**src/rtl/sme_result_wb.sv**
```systemverilog
// Writeback buffer between the SME result pipeline and the host register-file write port.
// In-order circular FIFO with a pending-write hazard query over the occupied entries.
module sme_result_wb #(
  parameter int DEPTH = 2,
  parameter int XLEN  = 32
) (
  input  logic                         g_clk,
  input  logic                         g_resetn,
  input  logic                         sme_res_valid,
  output logic                         sme_res_ready,
  input  logic [XLEN+3:0]              sme_res,
  output logic                         host_wb_valid,
  input  logic                         host_wb_ready,
  output logic [XLEN-1:0]              host_wb_wdata,
  output logic [3:0]                   host_wb_addr,
  input  logic                         flush,
  input  logic [3:0]                   hzd_addr,
  output logic                         hzd_pending,
  output logic [$clog2(DEPTH+1)-1:0]   count
);

  localparam int PW = $clog2(DEPTH);
  localparam int CW = $clog2(DEPTH+1);

  logic [XLEN-1:0] r_data [DEPTH];
  logic [3:0]      r_addr [DEPTH];
  logic [PW-1:0]   r_rptr;
  logic [PW-1:0]   r_wptr;
  logic [CW-1:0]   r_count;

  logic            w_push;
  logic            w_pop;
  logic            w_hzd;
  logic [PW-1:0]   w_offs;

  assign sme_res_ready = !flush && (r_count != CW'(DEPTH));
  assign host_wb_valid = (r_count != '0);
  assign w_push        = sme_res_valid && sme_res_ready;
  assign w_pop         = host_wb_valid && host_wb_ready;

  assign host_wb_wdata = r_data[r_rptr];
  assign host_wb_addr  = r_addr[r_rptr];
  assign count         = r_count;
  assign hzd_pending   = w_hzd;

  // An entry is occupied when its distance past the read pointer is below the count.
  always_comb begin
    w_hzd  = 1'b0;
    w_offs = '0;
    for (int i = 0; i < DEPTH; i++) begin
      w_offs = PW'(i) - r_rptr;
      if ((CW'(w_offs) < r_count) && (r_addr[i] == hzd_addr))
        w_hzd = 1'b1;
    end
  end

  always_ff @(posedge g_clk or negedge g_resetn) begin
    if (!g_resetn) begin
      r_rptr  <= '0;
      r_wptr  <= '0;
      r_count <= '0;
    end else if (flush) begin
      r_rptr  <= r_wptr;
      r_count <= '0;
    end else begin
      if (w_push)
        r_wptr <= r_wptr + PW'(1);
      if (w_pop)
        r_rptr <= r_rptr + PW'(1);
      if (w_push && !w_pop)
        r_count <= r_count + CW'(1);
      else if (w_pop && !w_push)
        r_count <= r_count - CW'(1);
    end
  end

  // Payload storage carries no reset; occupancy alone decides validity.
  always_ff @(posedge g_clk) begin
    if (w_push) begin
      r_data[r_wptr] <= sme_res[XLEN+3:4];
      r_addr[r_wptr] <= sme_res[3:0];
    end
  end

endmodule

```
**config.mk**
```make
export PLATFORM = sky130hd
export DESIGN_NAME = sme_result_wb
export DESIGN_NICKNAME = d
export VERILOG_FILES = /design/src/rtl/sme_result_wb.sv
export SDC_FILE = /design/constraint.sdc
export NUM_CORES = 1
export LEC_CHECK = 0
export CAP_MARGIN = 25
export CORE_UTILIZATION = 39
export DETAILED_ROUTE_END_ITERATION = 8
export MAX_ROUTING_LAYER = met4
export PLACE_DENSITY = 0.7
export SLEW_MARGIN = 20
export SYNTH_ARGS = -nofsm -noshare
export SYNTH_HDL_FRONTEND = slang
export SYNTH_SLANG_ARGS = --single-unit
```
**constraint.sdc**
```tcl
create_clock -name g_clk -period 2.8 [get_ports g_clk]
set_input_delay 0.56 -clock g_clk [delete_from_list [all_inputs] [get_ports g_clk]]
set_output_delay 0.56 -clock g_clk [all_outputs]
set_load 0.01 [all_outputs]
```
---- Word-level counts from Yosys, hierarchy flattened ----
Memories as Yosys holds them, arrays and structs flattened.
Cells that the tools add are included.
W data, S select, Z words.
word-level totals
  bits in writable memories ............... 72
  bits of input ports ..................... 45
  memories kept ........................... 2
  register bits ........................... 4
  word-level logic and storage cells ...... 40
operators by class
  equality and inequality tests ........... 3
  reduce and logical (&&, ||, !) cells .... 14
  bitwise operators ....................... 1
  $add $sub $neg .......................... 6
  mux-type cells .......................... 9
  magnitude comparators ................... 2
memories
  name    words  width  read ports  clocked after memory_dff  wr ports  line  RTL
  r_data  2      32     1           0                         1         25    logic [XLEN-1:0] r_data [DEPTH];
  r_addr  2      4      3           0                         1         26    logic [3:0] r_addr [DEPTH];
operator list
  operator               count
  $eq A4 B4 Y1           2
  $logic_and A1 B1 Y1    7
  $mux W1                6
  $mux W2                3
  $lt A1 B2 Y1           2
  $reduce_bool A2 Y1     2
  $logic_not A1 Y1       3
  $reduce_bool A3 Y1     1
  $add A1 B1 Y1 const B  2
  $add A2 B1 Y2 const B  1
  $ne A2 B2 Y1 const B   1
  $reduce_and A2 Y1      1
  $sub A1 B1 Y1 const A  2
  $sub A2 B1 Y2 const B  1
  $not A1 Y1             1

---- Logic depth before layout (Yosys ltp) ----
  depth in word-level cells ............... 8
  mapped depth ............................ 4

---- Least setup slack after synthesis ----
OpenSTA, ideal clock, no wires.
  path kind ............................... reg-to-reg
  start point ............................. register r_count[1], in the netlist count[1]
  end point ............................... memory r_addr[0][0], enable pin
  setup slack ............................. 0.074 ns
  stages on the path, launching flop included .. 5
  setup time .............................. 0.429 ns
  period minus slack after synthesis ...... 2.726 ns
  arrival time ............................ 2.296 ns
  cell sequence ........................... dfrtp_1 buf_2 nand2b_1 nand3b_1 nor2_1
between the ends
  cells in the longest elaborated chain, start to end .. 5
ends and longest elaborated chain
  what                           line  RTL
  from (decl)                    29    logic [CW-1:0] r_count;
  from (signal assigned)         71    r_count <= r_count + CW'(1);
  from (signal assigned)         73    r_count <= r_count - CW'(1);
  $ne A2 B2 Y1                   36    assign sme_res_ready = !flush && (r_count != CW'(DEPTH));
  $logic_and A1 B1 Y1            36
  $logic_and A1 B1 Y1            38    assign w_push = sme_res_valid && sme_res_ready;
  $mux W1                        79    if (w_push) begin
  $mux W1 (implied by the code)  81    r_addr[r_wptr] <= sme_res[3:0];
  to (decl)                      26
No other way between the ends.

---- Worst setup path after layout ----
  start point ............................. register r_rptr
  end point ............................... output port host_wb_wdata[16]
between the ends
  cells in the longest elaborated chain, start to end .. 1
ends and longest elaborated chain
  what                    line  RTL
  from (decl)             27    logic [PW-1:0] r_rptr;
  from (signal assigned)  63    r_rptr <= r_wptr;
  from (signal assigned)  69    r_rptr <= r_rptr + PW'(1);
  $mem_v2 Z2 W32          -
  to (decl)               14    output logic [XLEN-1:0] host_wb_wdata,
No other way between the ends.

==> tab_implementation.tex <==
\begin{tabular}{lr}
\hline
Metric & Value \\
\hline
\multicolumn{2}{l}{\textbf{Run}} \\
Maximum capacitance violations & 0 \\
\multicolumn{2}{l}{\textbf{Placement}} \\
Final HPWL from detailed placement & 3.59 mm \\
Area post-placement & 0.00404 mm² \\
Final weighted congestion of routability-driven global placement & 0.731 \\
Port Buf Inserts & 85 \\
\multicolumn{2}{l}{\textbf{Floorplan}} \\
Number of top-level pins & 86 \\
Initial cell density of the core & 41.2\% \\
Floorplan die width & 90.2 µm \\
Core region area & 0.00737 mm² \\
Y dimension of the die & 90.2 µm \\
Total die area & 0.00814 mm² \\
Floorplan row count & 31 \\
\multicolumn{2}{l}{\textbf{Power}} \\
Power Density & 753 mW/mm² \\
P\_leak & 1.48 nW \\
Maximum VDD drop & 0.404 mV \\
Total power consumption of the routed design & 3.18 mW \\
\multicolumn{2}{l}{\textbf{Logic synthesis}} \\
Sequential cell area fraction in the yosys report & 74.6\% \\
Post-synthesis share of cell area spent on full adders, half adders and majority gates & 0\% \\
Distinct cell type count after synthesis & 24 \\
Mapped cell area & 0.00303 mm² \\
Post-Syn Instances & 154 \\
Area fraction in and, or, nand and nor cells after synthesis & 2.47\% \\
Post-Synthesis Net Count & 199 \\
Dominant combinational cell family by area after synthesis & multiplexers \\
Post-Synth XOR/XNOR Area & 2.89\% \\
Post-synthesis compound-gate area fraction & 2.31\% \\
Multiplexer share of the synthesized area & 16.2\% \\
Post-synthesis area per instance & 19.7 µm² \\
Synth Warn \# & 0 \\
Number of synthesized register bits & 76 \\
\multicolumn{2}{l}{\textbf{Cells and area}} \\
Area taken by flip-flops and latches & 0.00226 mm² \\
Layout cells sized above 1 & 16.9\% \\
FILL cells & 580 \\
Total number of nets in the final design & 295 \\
Post-route cell area & 0.00422 mm² \\
Area growth, synth to finish & 39.1\% \\
Commonest non-fill, non-tap cell in the layout & clkdlybuf4s50\_1 \\
Antenna cells & 0 \\
Most frequent cells in the layout & 84 x clkdlybuf4s50\_1, 72 x edfxtp\_1, 20 x mux2\_4, 17 x mux2\_1, 9 x clkbuf\_8 \\
Total area of multi-input combinational cells & 733 µm² \\
\multicolumn{2}{l}{\textbf{Timing}} \\
Worst clock skew on the final layout & 0.0106 ns \\
Max-slew violations & 0 \\
Number of hold violations in the final report & 0 \\
Setup Viol. Count Final & 0 \\
Highest achievable clock rate & 0.391 GHz \\
Worst hold slack & 0.429 ns \\
Post-route clock period utilization & 91.4\% \\
Tightest Pin Transition & 0.317 ns \\
RSZ-0062 raised after global routing & false \\
Minimum period implied by the final worst setup slack & 2.56 ns \\
Final-layout setup total negative slack & 0 ns \\
Headroom to the max-slew limit & 78.8\% \\
\multicolumn{2}{l}{\textbf{Drt}} \\
Number of violations reported at the end of detailed-routing iteration 0 & 28 \\
Antenna violation net count after detailed routing & 0 \\
Routed len/inst & 15.0 µm \\
Overall via count from detail\_route & 1645 \\
Drt first pass iters & 4 \\
Post-detailed-route DRC marker count & 0 \\
Average via count per standard cell & 4.66 \\
Final routed wirelength across all metal layers & 5.28 mm \\
\multicolumn{2}{l}{\textbf{Setup path}} \\
Slowest cell on crit path & dfrtp\_2 \\
CP Data Arrival Time & 2.00 ns \\
Type of element capturing the critical path & primary output \\
Worst Path Required & 2.24 ns \\
CP Depth & 3 \\
Destination of the worst register-to-register timing path & r\_data[0][8]\$\_DFFE\_PP\_ \\
Path depth of the worst reg2reg path & 4 \\
Kind of launch point of the worst setup path & flop \\
Worst path top cell family by delay & buffers and inverters \\
Largest stage delay on the critical path & 0.56 ns \\
Cell breakdown of the critical path & buf\_4, mux2\_4, clkdlybuf4s50\_1 \\
Worst Path Class, Setup & reg -> out \\
Setup crit start & r\_rptr\$\_DFFE\_PN0P\_ \\
Origin of the critical flop-to-flop path & count[0]\$\_DFFE\_PN0P\_ \\
Destination of the critical timing path & host\_wb\_wdata[16] \\
Critical-path maximum fanout & 11 \\
Setup slack of the worst register-to-register path & 1.19 ns \\
Worst path bufs/invs & 2 \\
\multicolumn{2}{l}{\textbf{CTS}} \\
Clock buffer count from CTS & 9 \\
CTS clk-pin slew, worst paths & 0.08 ns \\
TritonCTS sink count & 76 \\
Max Root-Sink Buffers & 2 \\
Number of buffers inserted to repair setup after CTS & 0 \\
Root Buffer & clkbuf\_8 \\
Latest clock arrival within the worst-skew pair & 0.33 ns \\
TritonCTS clock tree & done \\
H-tree depth & 3 \\
\multicolumn{2}{l}{\textbf{Global routing}} \\
Via count of the first global-routing pass & 1726 \\
Antenna violations before repair & 0 \\
Wire length of the first global-routing pass & 8.52 mm \\
Global-route total usage across every layer & 14.3\% \\
Leftover overflow at the end of global routing & 0 \\
Pin count of the biggest net entering global routing & 37 \\
\multicolumn{2}{l}{\textbf{Outcome}} \\
Run status & completed \\
\multicolumn{2}{l}{\textbf{Worst hold path}} \\
Type of the worst min-delay path & in -> async \\
\hline
\end{tabular}
[worst reg2reg max path: cells and delay by family (launching register included)]
family                 cells  cell delay [ns]
buffers and inverters      1             0.27
flip-flops                 1             0.52
AND/OR/NAND/NOR            3             0.50
[cells in the mapped netlist, drive strengths merged]
cell type	instances	area [µm²]
or2	1	6.26
o211ai	2	15.0
xnor2	7	61.3
or3	1	6.26
mux2	37	492
edfxtp	72	2160
nor3b	1	7.51
dfrtp	4	100
nor2b	1	8.76
xor2	3	26.3
nand3b	2	15.0
inv	2	7.51
and3	1	6.26
nand2	4	15.0
a21o	1	7.51
nand2b	1	6.26
buf	5	40.0
a21oi	5	25.0
nor2	1	3.75
o21ai	2	10.0
o22ai	1	12.5
[power breakdown]
part / leakage (nW) / switching (mW) / internal [mW]
sequential: 0.710 / 0.0716 / 1.39
combinational: 0.676 / 0.374 / 0.588
clock: 0.0939 / 0.360 / 0.399
total: 1.48 / 0.806 / 2.37
[per-stage QoR]
step | util (%) | setup WS [ns] | instances
finish | 57.3 | 0.241 | 353
global route | 57.3 | 0.141 | 353
CTS | 57.3 | 0.202 | 353
detailed placement | 54.8 | 0.00202 | 338
global placement | 54.8 | 0.0296 | 338
floorplan | - | 0.0744 | 154
[what timing repair did]
item                       CTS  global route
hold buffers                 0             0
setup endpoints to repair    1             0
resized for setup            1             0
hold endpoints to repair     0             0
[cell families after synthesis]
kind of cell           Yosys count
AND/OR/NAND/NOR                 13
multiplexers                    37
AO/OA/AOI/OAI                   11
buffers and inverters            7
XOR/XNOR                        10
flip-flops                      76
[metal layers]
metal | part of all wire (%) | up-vias | GRT usage [%]
li1 | - | 779 | -
met1 | 47 | 799 | 18.2
met3 | 5.8 | 2 | 5.58
met5 | 0 | - | -
met2 | 47 | 65 | 21.4
met4 | 0.19 | 0 | 3.63
[how the worst min path moves through the flow]
stage                           end                from  depth (start not counted)  slack (ns)
4_1_cts        count[0]$_DFFE_PN0P_            g_resetn                          1        0.41
5_1_grt        count[0]$_DFFE_PN0P_            g_resetn                          1        0.42
6_report       count[0]$_DFFE_PN0P_            g_resetn                          1        0.43
3_5_place_dp     r_wptr$_DFFE_PN0P_  r_wptr$_DFFE_PN0P_                          1        0.58
2_1_floorplan  count[0]$_DFFE_PN0P_            g_resetn                          0        0.26
3_3_place_gp     r_wptr$_DFFE_PN0P_  r_wptr$_DFFE_PN0P_                          1        0.56
[cell type report]
cell class	count	area share (%)
clock buffer	9	2.94
inverter	2	0.178
clock inverter	6	1.33
multi-input combinational	71	17.4
timing repair buffer	90	21.6
tap	99	2.94
sequential	76	53.6
[registers in the layout (all words and copies together) (netlist names)]
register,count
count,2
r_addr,8
r_data,64
r_rptr,1
r_wptr,1
(Power assumes the default switching activity.)
